## config.mk

```make
export PLATFORM = sky130hd
export DESIGN_NAME = sha256_core
export DESIGN_NICKNAME = d
export VERILOG_FILES = /design/src/rtl/sha256_pkg.sv /design/src/rtl/sha256_w_mem.sv /design/src/rtl/sha256_core.sv
export SDC_FILE = /design/constraint.sdc
export NUM_CORES = 2
export LEC_CHECK = 0
export ABC_AREA = 1
export CAP_MARGIN = 25
export CELL_PAD_IN_SITES_DETAIL_PLACEMENT = 1
export CELL_PAD_IN_SITES_GLOBAL_PLACEMENT = 1
export CORE_MARGIN = 2
export CORE_UTILIZATION = 42
export CTS_CLUSTER_SIZE = 20
export DETAILED_ROUTE_END_ITERATION = 10
export PLACE_DENSITY_LB_ADDON = 0.1
export SKIP_CTS_REPAIR_TIMING = 1
export SYNTH_ARGS = -nofsm -noshare
export SYNTH_HDL_FRONTEND = slang
export SYNTH_SLANG_ARGS = --single-unit
export TNS_END_PERCENT = 100
```

## constraint.sdc

```tcl
create_clock -name clk -period 8.9 [get_ports clk]
set_clock_uncertainty 0.05 [all_clocks]
set_input_delay 0.89 -clock clk [delete_from_list [all_inputs] [get_ports clk]]
set_output_delay 0.89 -clock clk [all_outputs]
set_load 0.05 [all_outputs]
```

## src/rtl/sha256_pkg.sv

```systemverilog
// Shared constants, FSM state type and the SHA-2 bit-mixing helpers.
package sha256_pkg;

    typedef enum logic [1:0] {
        ST_IDLE,
        ST_ROUNDS,
        ST_DONE
    } state_e;

    // Round constants, K[0] is the leftmost word.
    localparam logic [0:63][31:0] K = {
        32'h428a2f98, 32'h71374491, 32'hb5c0fbcf, 32'he9b5dba5,
        32'h3956c25b, 32'h59f111f1, 32'h923f82a4, 32'hab1c5ed5,
        32'hd807aa98, 32'h12835b01, 32'h243185be, 32'h550c7dc3,
        32'h72be5d74, 32'h80deb1fe, 32'h9bdc06a7, 32'hc19bf174,
        32'he49b69c1, 32'hefbe4786, 32'h0fc19dc6, 32'h240ca1cc,
        32'h2de92c6f, 32'h4a7484aa, 32'h5cb0a9dc, 32'h76f988da,
        32'h983e5152, 32'ha831c66d, 32'hb00327c8, 32'hbf597fc7,
        32'hc6e00bf3, 32'hd5a79147, 32'h06ca6351, 32'h14292967,
        32'h27b70a85, 32'h2e1b2138, 32'h4d2c6dfc, 32'h53380d13,
        32'h650a7354, 32'h766a0abb, 32'h81c2c92e, 32'h92722c85,
        32'ha2bfe8a1, 32'ha81a664b, 32'hc24b8b70, 32'hc76c51a3,
        32'hd192e819, 32'hd6990624, 32'hf40e3585, 32'h106aa070,
        32'h19a4c116, 32'h1e376c08, 32'h2748774c, 32'h34b0bcb5,
        32'h391c0cb3, 32'h4ed8aa4a, 32'h5b9cca4f, 32'h682e6ff3,
        32'h748f82ee, 32'h78a5636f, 32'h84c87814, 32'h8cc70208,
        32'h90befffa, 32'ha4506ceb, 32'hbef9a3f7, 32'hc67178f2
    };

    // Initial hash values, H0 leftmost (matches digest packing).
    localparam logic [0:7][31:0] IV256 = {
        32'h6a09e667, 32'hbb67ae85, 32'h3c6ef372, 32'ha54ff53a,
        32'h510e527f, 32'h9b05688c, 32'h1f83d9ab, 32'h5be0cd19
    };

    localparam logic [0:7][31:0] IV224 = {
        32'hc1059ed8, 32'h367cd507, 32'h3070dd17, 32'hf70e5939,
        32'hffc00b31, 32'h68581511, 32'h64f98fa7, 32'hbefa4fa4
    };

    // Rotate right; n is always a nonzero constant at the call sites.
    function automatic logic [31:0] rotr(input logic [31:0] x, input logic [4:0] n);
        return (x >> n) | (x << (6'd32 - {1'b0, n}));
    endfunction

    function automatic logic [31:0] ch(input logic [31:0] e, input logic [31:0] f,
                                       input logic [31:0] g);
        return (e & f) ^ (~e & g);
    endfunction

    function automatic logic [31:0] maj(input logic [31:0] a, input logic [31:0] b,
                                        input logic [31:0] c);
        return (a & b) ^ (a & c) ^ (b & c);
    endfunction

    // Compression-side sigma on a.
    function automatic logic [31:0] big_s0(input logic [31:0] x);
        return rotr(x, 5'd2) ^ rotr(x, 5'd13) ^ rotr(x, 5'd22);
    endfunction

    // Compression-side sigma on e.
    function automatic logic [31:0] big_s1(input logic [31:0] x);
        return rotr(x, 5'd6) ^ rotr(x, 5'd11) ^ rotr(x, 5'd25);
    endfunction

    // Message-schedule sigmas.
    function automatic logic [31:0] small_s0(input logic [31:0] x);
        return rotr(x, 5'd7) ^ rotr(x, 5'd18) ^ (x >> 3);
    endfunction

    function automatic logic [31:0] small_s1(input logic [31:0] x);
        return rotr(x, 5'd17) ^ rotr(x, 5'd19) ^ (x >> 10);
    endfunction

endpackage

```

## src/rtl/sha256_w_mem.sv

```systemverilog
// Sliding 16-word message schedule. Word 15 of the window is always W[t];
// each advance drops it and appends W[t+16].
module sha256_w_mem
    import sha256_pkg::*;
(
    input  logic         clk,
    input  logic         reset,
    input  logic         load_i,
    input  logic [511:0] block_i,
    input  logic         advance_i,
    output logic [31:0]  w_o
);

    // w_q[15-k] holds W[t+k]; loading the block directly puts W0 at index 15.
    logic [15:0][31:0] w_q;
    logic [31:0]       w_new;

    assign w_o = w_q[15];

    // W[t+16] = s1(W[t+14]) + W[t+9] + s0(W[t+1]) + W[t]
    always_comb begin
        w_new = small_s1(w_q[1]) + w_q[6] + small_s0(w_q[14]) + w_q[15];
    end

    // Window load on command acceptance, shift once per round.
    always_ff @(posedge clk) begin
        if (reset) begin
            w_q <= '0;
        end else if (load_i) begin
            w_q <= block_i;
        end else if (advance_i) begin
            w_q <= {w_q[14:0], w_new};
        end
    end

endmodule

```

## src/rtl/sha256_core.sv

```systemverilog
// SHA-256 / SHA-224 single-block compression engine, one round per clock.
// IDLE accepts init/next, ROUNDS runs 64 rounds, DONE folds the working
// variables into H and raises digest_valid.
module sha256_core
    import sha256_pkg::*;
(
    input  logic         clk,
    input  logic         reset,
    input  logic         init,
    input  logic         next,
    input  logic         mode,
    input  logic [511:0] block,
    output logic         ready,
    output logic [255:0] digest,
    output logic         digest_valid
);

    state_e           state_q;
    logic [5:0]       rnd_q;
    logic             ready_q;
    logic             dv_q;
    logic             mode_q;
    logic [0:7][31:0] h_q;
    logic [31:0]      a_q, b_q, c_q, d_q, e_q, f_q, g_q, hh_q;

    logic             accept;
    logic             advance;
    logic [31:0]      w_t;
    logic [31:0]      t1, t2;
    logic [31:0]      a_d, e_d;
    logic [0:7][31:0] iv_sel;

    assign accept  = (state_q == ST_IDLE) && (init || next);
    assign advance = (state_q == ST_ROUNDS);

    assign ready        = ready_q;
    assign digest_valid = dv_q;
    assign digest       = h_q;

    sha256_w_mem u_w_mem (
        .clk       (clk),
        .reset     (reset),
        .load_i    (accept),
        .block_i   (block),
        .advance_i (advance),
        .w_o       (w_t)
    );

    // Round datapath and IV selection; a fresh init uses the incoming mode,
    // otherwise the mode latched for the current message.
    always_comb begin
        t1     = hh_q + big_s1(e_q) + ch(e_q, f_q, g_q) + K[rnd_q] + w_t;
        t2     = big_s0(a_q) + maj(a_q, b_q, c_q);
        a_d    = t1 + t2;
        e_d    = d_q + t1;
        iv_sel = (init ? mode : mode_q) ? IV256 : IV224;
    end

    // Control FSM with registered handshake outputs, working vars and H.
    always_ff @(posedge clk) begin
        if (reset) begin
            state_q <= ST_IDLE;
            rnd_q   <= '0;
            ready_q <= 1'b1;
            dv_q    <= 1'b0;
            mode_q  <= 1'b1;
            h_q     <= '0;
            {a_q, b_q, c_q, d_q, e_q, f_q, g_q, hh_q} <= '0;
        end else begin
            case (state_q)
                ST_IDLE: begin
                    if (init || next) begin
                        ready_q <= 1'b0;
                        dv_q    <= 1'b0;
                        rnd_q   <= '0;
                        state_q <= ST_ROUNDS;
                        if (init) begin
                            mode_q <= mode;
                            h_q    <= iv_sel;
                            {a_q, b_q, c_q, d_q, e_q, f_q, g_q, hh_q} <= iv_sel;
                        end else begin
                            {a_q, b_q, c_q, d_q, e_q, f_q, g_q, hh_q} <= h_q;
                        end
                    end
                end
                ST_ROUNDS: begin
                    hh_q  <= g_q;
                    g_q   <= f_q;
                    f_q   <= e_q;
                    e_q   <= e_d;
                    d_q   <= c_q;
                    c_q   <= b_q;
                    b_q   <= a_q;
                    a_q   <= a_d;
                    rnd_q <= rnd_q + 6'd1;
                    if (rnd_q == 6'd63) begin
                        state_q <= ST_DONE;
                    end
                end
                ST_DONE: begin
                    h_q <= {h_q[0] + a_q, h_q[1] + b_q, h_q[2] + c_q, h_q[3] + d_q,
                            h_q[4] + e_q, h_q[5] + f_q, h_q[6] + g_q, h_q[7] + hh_q};
                    dv_q    <= 1'b1;
                    ready_q <= 1'b1;
                    state_q <= ST_IDLE;
                end
                default: begin
                    state_q <= ST_IDLE;
                    ready_q <= 1'b1;
                end
            endcase
        end
    end

endmodule

```

== Word-level counts from Yosys, hierarchy flattened ==
Memories as Yosys holds them, arrays and structs flattened.
Cells that the tools add are included.
Operators by class
  $add $sub $neg: 19
  magnitude comparators: 1
  eq/ne operators: 6
  mux-type cells: 41
  bitwise logic cells: 29
  reduce and logical (&&, ||, !) cells: 12
Operators with widths (number)
  $mux 512: 2
  $mux 256: 3
  $add 32x32->32: 18
  $mux 32: 18
  $pmux 256 s2: 1
  $pmux 32 s2: 8
  $xor 32x32->32: 9
  $and 32x32->32: 5
  $not 32->32: 1
  $or 10x32->32: 1
  $or 13x32->32: 1
  $or 14x32->32: 1
  $or 15x32->32: 1
  $or 19x32->32: 1
  $or 21x32->32: 1
  $or 25x32->32: 1
  $or 26x32->32: 1
  $or 30x32->32: 1
  $or 7x32->32: 1
  $xor 32x22->32: 1
  $xor 32x29->32: 1
  $pmux 6 s2: 1
  $reduce_and 2->1: 5
  $ge 7x7->1 const B: 1
  other kinds (18): 24
Storage, ports and cells
  bits in registers: 1035
  ROM bits: 2048
  bits of input ports: 517
  output and inout port bits: 258
  word-level logic and storage cells: 146
  memories: 1
Memories
  (name not given): depth 64, width 32, read ports 1, clocked after Yosys merged registers in 0, write ports 0, RTL line sha256_core.sv:52  | t1 = hh_q + big_s1(e_q) + ch(e_q, f_q, g_q) + K[rnd_q] + w_t;

== Logic depth before layout (Yosys ltp) ==
  depth after elaboration: 9
  gate-level depth with buffers: 43
  mapped depth without buffers: 42

== Hierarchy ==
Synthesis repeated with hierarchy kept, for this count alone.
Unflattened totals
  cell total of the unflattened synthesis: 11831
  area total of the unflattened synthesis: 77157.8 um^2
By module, submodules not included
  sha256_core: times used 1, cells an instance 7550, area an instance 48778.0 um^2, seq. area each 10470.0 um^2
  sha256_w_mem: times used 1, cells an instance 4281, area an instance 28379.7 um^2, seq. area each 10249.8 um^2

== Least setup slack after synthesis ==
No wires, ideal clock.
  path kind: register to register
  start: register rnd_q[0]
  end: register a_q[27]
  library setup time: 0.070 ns
  arrival: 6.546 ns
  required time: 8.780 ns
  setup slack: 2.234 ns
  stages on the path, launching flop included: 38
  buffers on the path: 1
  period minus slack after synthesis: 6.666 ns
  path through: dfxtp_1 > clkbuf_1 > inv_1 > ha_1 > inv_1 > nor2_1 > nor2_1 > inv_1 > nor2_1 > o21a_1 > o21ai_0 > nand2_1 > fa_1 > inv_1 > fa_1 > inv_1 > ha_1 > a21oi_1 > [... 2 more ...] > a21oi_1 > o21ai_0 > or2_2 > nand2_1 > inv_1 > fa_1 > inv_1 > ha_1 > nand2_1 > nor2_1 > nand2_1 > inv_1 > nand3_1 > o211ai_1 > a21oi_1 > xnor2_1 > nand2_1 > a21oi_1
Between the ends
  cells in the longest elaborated chain, start to end: 8
Ends and longest elaborated chain
  from (decl): RTL line sha256_core.sv:19  | logic [5:0] rnd_q;
  from (signal assigned): RTL line sha256_core.sv:95  | rnd_q <= rnd_q + 6'd1;
  $not 6->7 (not written as such): RTL line sha256_core.sv:52
  $mem_v2 64x32
  $mux 32 (not written as such) (2 in series): RTL line sha256_core.sv:52
  $add 32x32->32 (2 in series): RTL line sha256_core.sv:52
  $add 32x32->32: RTL line sha256_core.sv:54  | a_d = t1 + t2;
  $pmux 32 s2: RTL line sha256_core.sv:70  | case (state_q)
  to (signal assigned): RTL line sha256_core.sv:80  | {a_q, b_q, c_q, d_q, e_q, f_q, g_q, hh_q} <= iv_sel;
  to (signal assigned): RTL line sha256_core.sv:82  | {a_q, b_q, c_q, d_q, e_q, f_q, g_q, hh_q} <= h_q;
  to (decl): RTL line sha256_core.sv:24  | logic [31:0] a_q, b_q, c_q, d_q, e_q, f_q, g_q, hh_q;
No other way between the ends. The select of a mux whose other input is x is not followed.
A chain may end at the register's enable or synchronous reset.

== Worst setup path after layout ==
  start: register rnd_q[1]
  end: register a_q[27]
Same word-level chain as after synthesis.

==> results_tabular.tex <==
\begin{tabular}{lr}
\hline
Metric & Value \\
\hline
\multicolumn{2}{l}{\textbf{CTS}} \\
\quad Register clock-pin slew on the reported worst setup and hold paths & 0.06 ns \\
\quad Htree depth & 3 \\
\quad CTS tree & built \\
\quad Clock Root Buffer & sky130\_fd\_sc\_hd\_\_clkbuf\_16 \\
\quad Total clock buffers created by CTS & 119 \\
\quad Clock Tree Buf Depth & 3 \\
\quad Sinks on Clock Net & a little over 1000 \\
\quad Later-pin clock latency in the skew report & 0.84 ns \\
\multicolumn{2}{l}{\textbf{Worst setup path}} \\
\quad Slowest stage cell, crit path & sky130\_fd\_sc\_hd\_\_fa\_1 \\
\quad Critical-path maximum fanout & 10 \\
\quad Crit end category & register \\
\quad Class of the most critical setup path & reg2reg \\
\quad Launch instance of the worst register-to-register path & rnd\_q[1] \\
\quad Arrival time reported for the critical path endpoint & about 8.8 ns \\
\quad Top cell by count, worst path & sky130\_fd\_sc\_hd\_\_inv\_1 \\
\quad Data required time at the worst endpoint & 9.60 ns \\
\quad Kind of start point of the critical path & register \\
\quad Critical path buffer and inverter count & 10 \\
\quad Start point of the critical path & rnd\_q[1] \\
\quad Family with the most delay on the worst path & adder cells \\
\quad Peak per-stage delay on the critical path & 0.60 ns \\
\multicolumn{2}{l}{\textbf{Timing}} \\
\quad Setup violations, final & 0 \\
\quad Worst slew slack as a fraction of its limit & 20.6\% \\
\quad Max Transition Viols Final & 0 \\
\quad Final number of hold-violating endpoints & 0 \\
\quad Sum of negative setup slack & 0 ns \\
\quad Final worst-path cycle share & 90.6\% \\
\quad RSZ-0062 raised after global routing & false \\
\quad Slew at the pin closest to its max-slew limit & 1.19 ns \\
\quad Final critical-path required period & between 8 and 9 ns \\
\quad Upper clock frequency limit & 124 MHz \\
\multicolumn{2}{l}{\textbf{Logic synthesis}} \\
\quad Netlist area before placement & 0.0729 mm² \\
\quad Portion of netlist area occupied by mux cells & 0.269\% \\
\quad Top cell type's share of synthesized area & 28.4\% \\
\quad Proportion of register bits with asynchronous set or reset after synthesis & 0\% \\
\quad Seq cells post-synth & 1035 \\
\quad Most common library cells after synthesis & sky130\_fd\_sc\_hd\_\_nand2\_1, sky130\_fd\_sc\_hd\_\_dfxtp\_1, sky130\_fd\_sc\_hd\_\_inv\_1 \\
\quad Main combinational cell family by area after synthesis & compound AO/OA/AOI/OAI gates \\
\quad Synthesized-area fraction occupied by adder cells & between 10\% and 20\% \\
\quad Total number of yosys warnings & 0 \\
\quad Fraction of the yosys area taken by sequential cells & 28.4\% \\
\quad Number of synthesized flops with an enable pin & 0 \\
\quad Mapped Nets & 11800 \\
\quad Post-synthesis instance total & approximately 11000 \\
\quad Most instantiated library cell after synthesis & sky130\_fd\_sc\_hd\_\_nand2\_1 \\
\quad Syn\_area\_per\_cell & 6.83 µm² \\
\quad Yosys top cell by area & sky130\_fd\_sc\_hd\_\_dfxtp\_1 \\
\quad Complex-gate fraction of the synthesized area & 23.4\% \\
\quad Most used DFF post-synth & sky130\_fd\_sc\_hd\_\_dfxtp\_1 \\
\quad Area fraction in and, or, nand and nor cells after synthesis & 22.2\% \\
\quad XOR/XNOR Fraction of Synth Area & 4.60\% \\
\quad Ranking of synthesized cells by area & sky130\_fd\_sc\_hd\_\_dfxtp\_1, sky130\_fd\_sc\_hd\_\_nand2\_1, sky130\_fd\_sc\_hd\_\_ha\_1 \\
\quad Number of different library cells in the post-synthesis netlist & 82 \\
\multicolumn{2}{l}{\textbf{Routing}} \\
\quad Vias & 81900 \\
\quad Total wire length & 380000 µm \\
\quad Detailed-route DRC error count & 0 \\
\quad Count of nets left with antenna violations after detail routing & 0 \\
\quad Detailed-router iteration count before antenna repair & 6 \\
\quad Detailed router's first-iteration violation count & 8785 \\
\quad Via count normalized by instance count & 6.08 \\
\quad Routed wire per std cell & 28.3 µm \\
\multicolumn{2}{l}{\textbf{Finish}} \\
\quad Filler cell count & 22000 \\
\quad Fraction of layout cells with a size suffix above 1 & under 10\% \\
\quad Net count reported at finish & 12100 \\
\quad Multi-input combinational cell area & $\sim$0.046 mm² \\
\quad Area added between synthesis and finish & 18.2\% \\
\quad Seq. cell area & 0.0207 mm² \\
\quad Finished Core Util & 50.1\% \\
\multicolumn{2}{l}{\textbf{Placement}} \\
\quad Final HPWL from detailed placement & just under 300000 µm \\
\quad Placer congestion estimate & around 1.0 \\
\quad Number of port buffers & 774 \\
\multicolumn{2}{l}{\textbf{Hold path}} \\
\quad Worst min-delay path class & reg2reg \\
\quad Startpoint of the lowest-slack hold path & u\_w\_mem.w\_q[31] \\
\multicolumn{2}{l}{\textbf{GRT}} \\
\quad Wire length of the first global-routing pass & 550000 µm \\
\quad Total congestion overflow & 0 \\
\quad Global-route met3 utilization & 6.71\% \\
\quad Via count of the first global-routing pass & slightly above 80000 \\
\quad Global-route met1 utilization & 51.4\% \\
\quad Maximum number of pins on one net before global-route repair & 213 \\
\quad Most utilized layer in the global route result & met2 \\
\quad Met2 global-route usage & approximately 67\% \\
\quad Number of antenna violations at the first check in global routing & 42 \\
\quad Total global routing track utilization & 41.6\% \\
\multicolumn{2}{l}{\textbf{Floorplan}} \\
\quad Die area & around 0.18 mm² \\
\quad Height of the die & 421 µm \\
\quad Standard-cell rows & 152 \\
\quad Die outline width & 421 µm \\
\quad Starting Density & 42.4\% \\
\quad Top-level I/O count & 775 \\
\quad CORE AREA & 0.172 mm² \\
\multicolumn{2}{l}{\textbf{Run}} \\
\quad Max\_cap viols & 0 \\
\multicolumn{2}{l}{\textbf{Run status}} \\
\quad Outcome & completed \\
\hline
\end{tabular}
layout by cell type, fill, tap and decap left out, drive strengths merged, types with 116 or more instances in the layout:
cell / count
nand2: 2979
inv: 1051
dfxtp: 1035
o21ai: 933
a21oi: 863
clkdlybuf4s50: 772
a31oi: 686
nor2: 489
ha: 393
nand3: 355
xor2: 215
fa: 195
clkbuf: 169
xnor2: 168
buf: 116
kinds of logic after synthesis:
kind of cell,count (synthesis)
and+or+nand+nor,4041
AOI/OAI and AO/OA,2918
buffers and inverters,1687
DFF,1035
adders and majority gates,589
xor gates and xnor gates,383
muxes,18
final cells by class:
type                    instances  area share [%]
clock buffers                 169            4.03
inverters                    1046            4.59
flip-flops and latches       1035            24.0
clock inverters                51           0.746
diodes                         18          0.0523
multi-input cells            7949            53.0
well taps                    2310            3.35
repair buffers                888            10.2
metal layers:
layer,vias up,wire length (µm)
li1,36500,-
met3,1083,28800
met4,38,29500
met1,40400,150000
met5,-,271
met2,3928,172000
flip-flops by register name (all words and copies together) (netlist names):
register      cells
mode_q            1
g_q              32
b_q              32
d_q              32
digest          256
u_w_mem.w_o      32
f_q              32
u_w_mem.w_q     480
hh_q             32
e_q              32
c_q              32
state_q           2
digest_valid      1
rnd_q             6
a_q              32
ready             1
stage by stage:
| step | cells | worst slack (ns) | area [µm²] | hold slack (ns) |
|---|---|---|---|---|
| global route | 13500 | 0.247 | 86200 | 0.432 |
| CTS | 13400 | 0.918 | 86100 | 0.416 |
| global placement | 13200 | 1.07 | 81900 | 0.402 |
| finish | 13500 | 0.835 | 86200 | 0.418 |
| detailed placement | 13200 | 0.940 | 82000 | 0.406 |
| floorplan | 10700 | 2.23 | 72900 | 0.391 |
path summary, 6_finish.rpt:
| path | end | slack [ns] | cells after the start |
|---|---|---|---|
| hold / removal | u_w_mem.w_q[31] | 0.42 | 2 |
| setup / recovery | a_q[27] | 0.83 | 38 |
| setup reg to reg | a_q[27] | 0.83 | 38 |
| hold reg to reg | u_w_mem.w_q[31] | 0.42 | 2 |
tightest hold or removal path: cells and delay by family, from the launching register on:
family	cells	cell delay, ns
and+or+nand+nor	1	0.06
AOI/OAI and AO/OA	1	0.06
DFF	1	0.31
Power is left out: the tool's default activity adds up to more than one toggle a clock period on the data nets, which glitch-free logic cannot reach.
